## src/rtl/fetch_pkg.sv

```systemverilog
// Shared definitions for the fetch path: branch counter encoding, the PC
// increment and the PC value the fetch unit loads on reset.
//   cnt_t     : 2-bit saturating direction counter (upper bit = predict taken)
//   PC_STEP   : sequential fetch increment
//   PC_RESET  : fetch unit PC after reset; PC_RESET + PC_STEP wraps to 0
//   cnt_next  : saturating counter update for one resolved branch
package fetch_pkg;

  typedef enum logic [1:0] {
    CNT_SNT = 2'b00,
    CNT_WNT = 2'b01,
    CNT_WT  = 2'b10,
    CNT_ST  = 2'b11
  } cnt_t;

  localparam logic [31:0] PC_STEP  = 32'd4;
  localparam logic [31:0] PC_RESET = 32'hFFFF_FFFC;

  function automatic cnt_t cnt_next(input cnt_t cnt, input logic taken);
    cnt_t res;
    res = cnt;
    case (cnt)
      CNT_SNT: res = taken ? CNT_WNT : CNT_SNT;
      CNT_WNT: res = taken ? CNT_WT  : CNT_SNT;
      CNT_WT:  res = taken ? CNT_ST  : CNT_WNT;
      CNT_ST:  res = taken ? CNT_ST  : CNT_WT;
      default: res = CNT_WNT;
    endcase
    return res;
  endfunction

endpackage

```

## src/rtl/fetch_sequencer_if.sv

```systemverilog
// Bundle between the fetch unit / execute stage and the next-PC controller.
//   pc, stall              : current fetch PC and hazard hold request
//   ex_*                   : branch resolution from execute
//   pc_write, next_pc      : PC register load enable and value
//   pred_taken/pred_target : prediction for the instruction at pc
//   flush                  : kill wrong-path instructions in IF/ID
// slave  = the sequencer side, master = the side driving pc/stall/ex_*.
interface fetch_sequencer_if;
  logic [31:0] pc;
  logic        stall;
  logic        ex_valid;
  logic [31:0] ex_pc;
  logic        ex_taken;
  logic [31:0] ex_target;
  logic        ex_pred_taken;
  logic [31:0] ex_pred_target;
  logic        pc_write;
  logic [31:0] next_pc;
  logic        pred_taken;
  logic [31:0] pred_target;
  logic        flush;

  modport slave (
    input  pc, stall, ex_valid, ex_pc, ex_taken, ex_target,
           ex_pred_taken, ex_pred_target,
    output pc_write, next_pc, pred_taken, pred_target, flush
  );

  modport master (
    output pc, stall, ex_valid, ex_pc, ex_taken, ex_target,
           ex_pred_taken, ex_pred_target,
    input  pc_write, next_pc, pred_taken, pred_target, flush
  );
endinterface

```

## src/rtl/branch_target_buffer.sv

```systemverilog
// Direct-mapped branch target buffer with 2-bit saturating counters.
//   clock, reset      : rising-edge clock, asynchronous active-high clear
//   lookup_pc         : word address of the instruction being fetched
//   lookup_hit        : entry valid and tag matches
//   lookup_taken      : hit and counter predicts taken
//   lookup_target     : stored target of the indexed entry
//   upd_valid/pc/taken/target : one training write per cycle from execute
// Lookup is combinational and sees the contents before any same-cycle update.
module branch_target_buffer
  import fetch_pkg::*;
#(
  parameter  int IDX_BITS = 4,
  localparam int TAG_BITS = 32 - IDX_BITS - 2
) (
  input  logic        clock,
  input  logic        reset,
  input  logic [31:2] lookup_pc,
  output logic        lookup_hit,
  output logic        lookup_taken,
  output logic [31:0] lookup_target,
  input  logic        upd_valid,
  input  logic [31:2] upd_pc,
  input  logic        upd_taken,
  input  logic [31:0] upd_target
);

  localparam int ENTRIES = 1 << IDX_BITS;

  logic [IDX_BITS-1:0] lk_idx;
  logic [TAG_BITS-1:0] lk_tag;
  logic [IDX_BITS-1:0] up_idx;
  logic [TAG_BITS-1:0] up_tag;
  logic                up_hit;

  assign lk_idx = lookup_pc[IDX_BITS+1:2];
  assign lk_tag = lookup_pc[31:IDX_BITS+2];
  assign up_idx = upd_pc[IDX_BITS+1:2];
  assign up_tag = upd_pc[31:IDX_BITS+2];

  // Per-entry state is exported into flat arrays for the read muxes.
  logic [ENTRIES-1:0]  valid_vec;
  logic [TAG_BITS-1:0] tag_vec    [ENTRIES];
  logic [31:0]         target_vec [ENTRIES];
  cnt_t                cnt_vec    [ENTRIES];

  assign lookup_hit    = valid_vec[lk_idx] && (tag_vec[lk_idx] == lk_tag);
  assign lookup_taken  = lookup_hit &&
                         ((cnt_vec[lk_idx] == CNT_WT) || (cnt_vec[lk_idx] == CNT_ST));
  assign lookup_target = target_vec[lk_idx];

  assign up_hit = valid_vec[up_idx] && (tag_vec[up_idx] == up_tag);

  genvar gi;
  generate
    for (gi = 0; gi < ENTRIES; gi++) begin : gen_entry
      logic                valid_reg;
      logic [TAG_BITS-1:0] tag_reg;
      logic [31:0]         target_reg;
      cnt_t                cnt_reg;
      logic                sel;

      assign sel = upd_valid && (up_idx == IDX_BITS'(gi));

      always_ff @(posedge clock or posedge reset) begin
        if (reset) begin
          valid_reg  <= 1'b0;
          tag_reg    <= '0;
          target_reg <= '0;
          cnt_reg    <= CNT_WNT;
        end else if (sel) begin
          if (up_hit) begin
            cnt_reg <= cnt_next(cnt_reg, upd_taken);
            if (upd_taken) target_reg <= upd_target;
          end else if (upd_taken) begin
            // Taken miss replaces whatever alias occupied this slot.
            valid_reg  <= 1'b1;
            tag_reg    <= up_tag;
            target_reg <= upd_target;
            cnt_reg    <= CNT_WT;
          end
        end
      end

      assign valid_vec[gi]  = valid_reg;
      assign tag_vec[gi]    = tag_reg;
      assign target_vec[gi] = target_reg;
      assign cnt_vec[gi]    = cnt_reg;
    end
  endgenerate

endmodule

```

## src/rtl/fetch_sequencer.sv

```systemverilog
// Next-PC controller for the instruction fetch unit.
//   clock, reset : rising-edge clock, asynchronous active-high reset
//   bus (slave)  : pc/stall/ex_* in; pc_write, next_pc, pred_taken,
//                  pred_target, flush out (all combinational)
// Priority: mispredict recovery > predicted taken > pc+4. A redirect
// overrides a hazard stall; training happens on every resolved branch.
module fetch_sequencer
  import fetch_pkg::*;
#(
  parameter int IDX_BITS = 4
) (
  input  logic              clock,
  input  logic              reset,
  fetch_sequencer_if.slave  bus
);

  logic        hit;
  logic        lookup_taken;
  logic [31:0] lookup_target;
  logic [31:0] pc_plus4;
  logic [31:0] recovery_pc;
  logic        mispredict;
  logic        pred_taken;
  logic [31:0] pred_target;
  logic [31:0] next_pc;

  branch_target_buffer #(.IDX_BITS(IDX_BITS)) u_btb (
    .clock         (clock),
    .reset         (reset),
    .lookup_pc     (bus.pc[31:2]),
    .lookup_hit    (hit),
    .lookup_taken  (lookup_taken),
    .lookup_target (lookup_target),
    .upd_valid     (bus.ex_valid),
    .upd_pc        (bus.ex_pc[31:2]),
    .upd_taken     (bus.ex_taken),
    .upd_target    (bus.ex_target)
  );

  // 32-bit add wraps naturally: PC_RESET + 4 = 0.
  assign pc_plus4    = bus.pc + PC_STEP;
  assign pred_taken  = lookup_taken;
  assign pred_target = hit ? lookup_target : pc_plus4;

  // Target mismatch only matters when the branch was actually taken.
  assign mispredict  = bus.ex_valid &&
                       ((bus.ex_taken != bus.ex_pred_taken) ||
                        (bus.ex_taken && (bus.ex_pred_target != bus.ex_target)));
  assign recovery_pc = bus.ex_taken ? bus.ex_target : (bus.ex_pc + PC_STEP);

  always_comb begin
    next_pc = pc_plus4;
    if (mispredict)      next_pc = recovery_pc;
    else if (pred_taken) next_pc = pred_target;
  end

  assign bus.next_pc     = next_pc;
  assign bus.pred_taken  = pred_taken;
  assign bus.pred_target = pred_target;
  assign bus.pc_write    = ~bus.stall | mispredict;
  assign bus.flush       = mispredict;

endmodule
```

## src/flat_wrapper.sv

```systemverilog
// flat-port wrapper written by rule: the top's interface ports become plain ports
module fetch_sequencer_flat import fetch_pkg::*;
#(
  parameter int IDX_BITS = 4
)
  (clock, reset, bus_pc, bus_stall, bus_ex_valid, bus_ex_pc, bus_ex_taken, bus_ex_target, bus_ex_pred_taken, bus_ex_pred_target, bus_pc_write, bus_next_pc, bus_pred_taken, bus_pred_target, bus_flush);
  fetch_sequencer_if bus_i ();
  input  logic clock;
  input  logic reset;
  input wire logic [$bits(bus_i.pc)-1:0] bus_pc;
  input wire logic [$bits(bus_i.stall)-1:0] bus_stall;
  input wire logic [$bits(bus_i.ex_valid)-1:0] bus_ex_valid;
  input wire logic [$bits(bus_i.ex_pc)-1:0] bus_ex_pc;
  input wire logic [$bits(bus_i.ex_taken)-1:0] bus_ex_taken;
  input wire logic [$bits(bus_i.ex_target)-1:0] bus_ex_target;
  input wire logic [$bits(bus_i.ex_pred_taken)-1:0] bus_ex_pred_taken;
  input wire logic [$bits(bus_i.ex_pred_target)-1:0] bus_ex_pred_target;
  output wire logic [$bits(bus_i.pc_write)-1:0] bus_pc_write;
  output wire logic [$bits(bus_i.next_pc)-1:0] bus_next_pc;
  output wire logic [$bits(bus_i.pred_taken)-1:0] bus_pred_taken;
  output wire logic [$bits(bus_i.pred_target)-1:0] bus_pred_target;
  output wire logic [$bits(bus_i.flush)-1:0] bus_flush;
  assign bus_i.pc = bus_pc;
  assign bus_i.stall = bus_stall;
  assign bus_i.ex_valid = bus_ex_valid;
  assign bus_i.ex_pc = bus_ex_pc;
  assign bus_i.ex_taken = bus_ex_taken;
  assign bus_i.ex_target = bus_ex_target;
  assign bus_i.ex_pred_taken = bus_ex_pred_taken;
  assign bus_i.ex_pred_target = bus_ex_pred_target;
  assign bus_pc_write = bus_i.pc_write;
  assign bus_next_pc = bus_i.next_pc;
  assign bus_pred_taken = bus_i.pred_taken;
  assign bus_pred_target = bus_i.pred_target;
  assign bus_flush = bus_i.flush;
  fetch_sequencer #(.IDX_BITS(IDX_BITS)) u_core (.clock(clock), .reset(reset), .bus(bus_i));
endmodule
```

## config.mk

```make
export PLATFORM = sky130hd
export DESIGN_NAME = fetch_sequencer_flat
export DESIGN_NICKNAME = d
export VERILOG_FILES = /design/src/rtl/fetch_pkg.sv /design/src/rtl/fetch_sequencer_if.sv /design/src/rtl/branch_target_buffer.sv /design/src/rtl/fetch_sequencer.sv /design/src/flat_wrapper.sv
export SDC_FILE = /design/constraint.sdc
export NUM_CORES = 2
export LEC_CHECK = 0
export BUFFER_PORTS_ARGS = -buffer_cell sky130_fd_sc_hd__buf_4
export CAP_MARGIN = 20
export CORE_MARGIN = 2
export CORE_UTILIZATION = 45
export CTS_CLUSTER_SIZE = 8
export DETAILED_ROUTE_END_ITERATION = 8
export PLACE_DENSITY_LB_ADDON = 0.15
export RECOVER_POWER = 100
export SETUP_SLACK_MARGIN = 0.02
export SKIP_LAST_GASP = 1
export SLEW_MARGIN = 10
export SYNTH_ARGS = -nofsm -noshare
export SYNTH_HDL_FRONTEND = slang
export SYNTH_HIERARCHICAL = 1
export SYNTH_SLANG_ARGS = --single-unit
```

## constraint.sdc

```tcl
create_clock -name clock -period 35.7 [get_ports clock]
set_clock_uncertainty 0.2 [all_clocks]
set_input_delay 5.355 -clock clock [delete_from_list [all_inputs] [get_ports clock]]
set_output_delay 5.355 -clock clock [all_outputs]
set_load 0.05 [all_outputs]
```

-- Word level (Yosys, flattened, before mapping)
Cells that the tools add are included.
- bits of input ports: 134
- output and inout bits: 67
- flip-flop bits (word level): 976
- multiplexer cells: 57
- equal/unequal tests: 69
- $add $sub $neg: 2
- reductions and logical operators: 89
- magnitude comparators: 4
- bitwise operators: 5
- operator list (kind ; number):
    26-bit binary-select mux with 4-bit select ; 2
    32-bit two-way mux ; 6
    32-bit binary-select mux with 4-bit select ; 1
    2-bit case mux with 4 select lines ; 16
    26-bit two-way mux ; 4
    2-bit == test, second input constant ; 34
    32-bit by 3-bit adder with 32-bit output, second input constant ; 2
    2-bit AND reduction ; 32
    26-bit == test ; 2
    3-bit AND reduction ; 16
    2-bit two-way mux ; 21
    2-bit by 1-bit == test with 1-bit output, second input constant ; 16
    4-bit == test, second input constant ; 8
    2-bit zero test ; 16
    32-bit != test ; 1
    1-bit logical AND ; 21
    4-bit by 3-bit == test with 1-bit output, second input constant ; 4
    5-bit greater-or-equal comparator, second input constant ; 2
    4-bit by 5-bit less-than comparator with 1-bit output, second input constant ; 2
    4-bit NOT with 5-bit output ; 2
    1-bit binary-select mux with 4-bit select ; 2
    2-bit binary-select mux with 4-bit select ; 1
    4-bit by 2-bit == test with 1-bit output, second input constant ; 2
    4-bit by 1-bit == test with 1-bit output, second input constant ; 1
    other kinds (7) ; 12

-- Logic depth before layout (Yosys ltp)
- depth after elaboration: 9
- mapped depth: 16
- gate-level depth less buffers: 12

-- Cells and area by module
Netlist, hierarchy kept.
- modules (own cells, without submodules) (module ; cells an instance ; area an instance (µm²) ; times used):
    branch_target_buffer ; 3502 ; 49703.9 ; 1
    fetch_sequencer ; 383 ; 2897.8 ; 1

-- Least setup slack after synthesis
Ideal clock, no wire load.
- path kind: in2out
- start point: in bus_pc[2]
- end point: out bus_next_pc[11]
- data required time: 30.145 ns
- setup slack: 19.937 ns
- stages: 14
- data arrival time: 10.208 ns
- cells stage by stage: buf_2 > buf_2 > buf_2 > buf_1 > mux4_2 > mux4_2 > xnor2_1 > nand4_1 > nor4_1 > and2_1 > nand2_1 > clkbuf_1 > mux2i_1 > mux2i_1
- cells in the longest elaborated chain, start to end: 9
- ends and longest elaborated chain (what ; line ; source):
    from (decl) ; flat_wrapper.sv:10 ; input wire logic [$bits(bus_i.pc)-1:0] bus_pc;
    4-bit NOT with 5-bit output (implied by the code) ; branch_target_buffer.sv:46 ; assign lookup_hit = valid_vec[lk_idx] && (tag_vec[lk_idx] == lk_tag);
    26-bit binary-select mux with 4-bit select ; branch_target_buffer.sv:46 ;
    26-bit two-way mux (implied by the code) (2 in series) ; branch_target_buffer.sv:46 ;
    26-bit == test ; branch_target_buffer.sv:46 ;
    1-bit logical AND (*) ; branch_target_buffer.sv:46 ;
    net u_core.hit ; fetch_sequencer.sv:17 ; logic hit;
    1-bit logical AND (*) ; branch_target_buffer.sv:47 ; assign lookup_taken = lookup_hit &&
    net bus_pred_taken ; flat_wrapper.sv:20 ; output wire logic [$bits(bus_i.pred_taken)-1:0] bus_pred_taken;
    32-bit two-way mux (*) ; fetch_sequencer.sv:54 ; else if (pred_taken) next_pc = pred_target;
    32-bit two-way mux (*) ; fetch_sequencer.sv:53 ; if (mispredict) next_pc = recovery_pc;
    to (decl) ; flat_wrapper.sv:19 ; output wire logic [$bits(bus_i.next_pc)-1:0] bus_next_pc;
Mark *: on every way through the listed nets, which the timed path passes. The rest lies on a longest branch. The select of a mux whose other input is x is not followed.

-- Worst setup path in the final report
- start point: in bus_pc[2]
- end point: out bus_next_pc[5]
- cells in the longest elaborated chain, start to end: 9
- ends and longest elaborated chain (what ; line):
    4-bit NOT with 5-bit output (implied by the code) ; branch_target_buffer.sv:46
    26-bit binary-select mux with 4-bit select ; branch_target_buffer.sv:46
    26-bit two-way mux (implied by the code) (2 in series) ; branch_target_buffer.sv:46
    26-bit == test ; branch_target_buffer.sv:46
    1-bit logical AND (*) ; branch_target_buffer.sv:46
    net u_core.hit ; fetch_sequencer.sv:17
    32-bit two-way mux or 1-bit logical AND (tied branches) ; fetch_sequencer.sv:43, branch_target_buffer.sv:47
    32-bit two-way mux (*) ; fetch_sequencer.sv:54
    32-bit two-way mux (*) ; fetch_sequencer.sv:53
Marks and branches as above.

==> impl_metrics.csv <==
group,metric,value,unit
power_and_ir_drop,powerDensity,57.1,nW/um^2
job,drv_cap,51,
sta,fin_tns_setup,0,ps
floorplan,row_count,125,
sta,drv_slew,2267,
layout,drive_above_1_share,33.8,%
yosys,ys_top_cells_by_count,"dfrtp_1, nand2_1, mux2_2",
yosys,synthMostInstantiatedCell,"dfrtp_1",
grt,grt_max_degree,177,
yosys,ys_seq_elements,976,
power_and_ir_drop,p_leak,25.6,nW
clocking,cts_tree,"yes",
yosys,synthesis.area,52600,sq um
power_and_ir_drop,report.power.total,0.00329,W
setup_path,cp-start-kind,"primary input",
clocking,clkTransAtPathRegs,50,ps
worst_hold_path,hp-class,"flip-flop to flip-flop",
routing,vias,34953,
routing,antenna_left,0,
grt,grt_pass1_wl,256000,um
clocking,cts_buffers,140,
routing,routed_wirelength,175000,um
grt,grt-ovfl-total,0,
clocking,cts_resized,0,
setup_path,crit_required,30140,ps
yosys,yosysUniqueCellTypes,78,
setup_path,critPathCaptureType,"output port",
floorplan,core_area,116000,sq um
clocking,postCtsHoldBufs,0,
yosys,synth.largest_area_cell,"dfrtp_1",
layout,nNetsFinal,4100,
setup_path,path_class,"primary input to output port",
sta,hold_viol,0,
power_and_ir_drop,ir_drop,0.0000453,V
floorplan,dieArea,120000,sq um
sta,setup_viol,0,
clocking,clock-sinks,976,
yosys,ys_seq_area_share,46.5,%
yosys,synth_area_leaders,"dfrtp_1, mux4_2, mux2_2",
place,hpwl,105000,um
floorplan,initial_core_util,45.3,%
yosys,syn_area_per_cell,13.5,sq um
layout,largest_reg_flops,512,
sta,max_clock_freq,39.3,MHz
sta,tightest_slew,9340,ps
status,violations,"capacitance limit, slew limit",
routing,drc,0,
sta,holdWs,266,ps
clocking,insertion_delay,750,ps
sta,slew_headroom,-523,%
grt,grtUsageTotal,29.4,%
sta,fin_crit,25430,ps
layout,utilization,49.6,%
sta,rsz0062_at_grt,"no",
clocking,cts-root-buf,"clkbuf_16",
grt,grt_pass1_vias,35305,
floorplan,dieWidth,346,um
layout,final_area,57600,sq um
place,portBuffers,200,
yosys,synthCells,3885,
setup_path,worstPathArrival,19870,ps
setup_path,crit_fanout,58,
yosys,synthArstFlopShare,100,%
sta,fin_crit_sh,71.2,%
clocking,cts_setup_buffers,0,
yosys,syn_nets,4021,
setup_path,r2r_slack,28290,ps
routing,avgViaCountPerCell,6.33,
yosys,yosys.area.top_type_share,45.7,%
floorplan,die_h,346,um
clocking,clock_path_buffers,3,
routing,wl_per_cell,31.6,um
routing,first_pass_iters,5,
place,gp_congestion,0.852,
yosys,synth_edf_count,0,
routing,drt_first_iter_violations,3438,
clocking,h-tree-depth,4,
status,status,"complete, but fails checks",
grt,grt_antenna_before_repair,15,
yosys,synth_ff_type,"dfrtp_1",
yosys,ys_warn_count,6,
floorplan,ios,201,
layout,area_growth,9.46,%
place,dpl_cell_area,54900,sq um
==> through the flow <==
stage	std cells	worst slack, ps
after floorplan	3885	2720
final	5525	10270
after CTS	5518	17970
after global placement	5343	18060
after detailed placement	5344	17980
after global routing	5521	8860
==> worst max-delay path, cell delays in order <==
cell,delay [ps]
clkbuf_1,3950
clkbuf_1,2830
clkbuf_1,2110
mux4_2,700
mux4_2,520
xnor2_1,170
nand4_1,190
or4_1,550
nor4_1,590
clkbuf_1,670
inv_1,460
buf_4,370
mux2_2,280
mux2i_1,80
mux2i_1,160
clkbuf_1,800
==> cells by family (layout without fill, tap and decap cells) <==
logic type / count (synthesis) / count (layout) / share of synthesized area, %
buf+inv: 366 / 477 / 3.80
compound gates: 199 / 199 / 2.84
simple gates: 913 / 913 / 7.43
flops: 976 / 976 / 46.5
mux: 1295 / 1295 / 37.2
fa+ha+maj: 2 / 2 / 0.0476
other cells: 0 / 5 / 0
xor+xnor: 134 / 134 / 2.23
==> power breakdown <==
| part | internal (W) | total, W | switching (W) |
|---|---|---|---|
| Clock | 0.000703 | 0.00119 | 0.000485 |
| Sequential | 0.00132 | 0.00145 | 0.000132 |
| Combinational | 0.000346 | 0.000648 | 0.000302 |
==> final cells by class <==
type                       count  area (sq um)
fill                       10369         58500
clock buffer                 164          3610
antenna                        5          12.5
inverter                      26          98.8
clock inverter                10          98.8
sequential                   976         24400
tap                         1524          1910
multi-input combinational   2543         25700
timing repair buffer         277          1720
==> per-layer routing <==
metal | vias up | share of wire (%) | wire length (um) | track usage (%)
li1 | 14366 | - | - | -
met5 | - | 0.059 | 103 | 0
met3 | 333 | 8.8 | 15400 | 7.73
met2 | 1432 | 43 | 75600 | 42.3
met1 | 18804 | 45 | 77900 | 43.1
met4 | 18 | 3.3 | 5760 | 9.72
==> final timing paths <==
path / cells after the start / from / endpoint
worst min register to register: 2 / u_core/u_btb/gen_entry[3].target_reg[30] / u_core/u_btb/gen_entry[3].target_reg[30]
worst max register to register: 9 / u_core/u_btb/gen_entry[0].tag_reg[25] / u_core/u_btb/gen_entry[9].tag_reg[25]
max in group asynchronous: 4 / reset / u_core/u_btb/gen_entry[14].target_reg[16]
worst min-delay path: 2 / u_core/u_btb/gen_entry[3].target_reg[30] / u_core/u_btb/gen_entry[3].target_reg[30]
min in group asynchronous: 2 / reset / u_core/u_btb/gen_entry[10].tag_reg[0]
worst max-delay path: 16 / bus_pc[2] / bus_next_pc[5]
==> cells in the final DEF (no fill, tap or decap), drive strengths merged, types with 6 or more instances in the layout <==
cell type    n
o22ai       10
o32ai       18
dfrtp      960
inv         34
a31oi       10
a22oi       18
dfstp       16
o21bai       8
nand4       29
a21o         8
nand3       36
o21ai       42
nand3b       9
nand2b      26
and2        13
nor3        25
clkbuf     265
mux4       404
xnor2      100
nand2      657
mux2       770
nor2        63
a2bb2oi      6
nor4        18
and3        12
a21oi       26
o311ai      17
xor2        34
mux2i      121
nor2b        8
buf        176
Note: power is estimated with default switching activity, not from simulation.
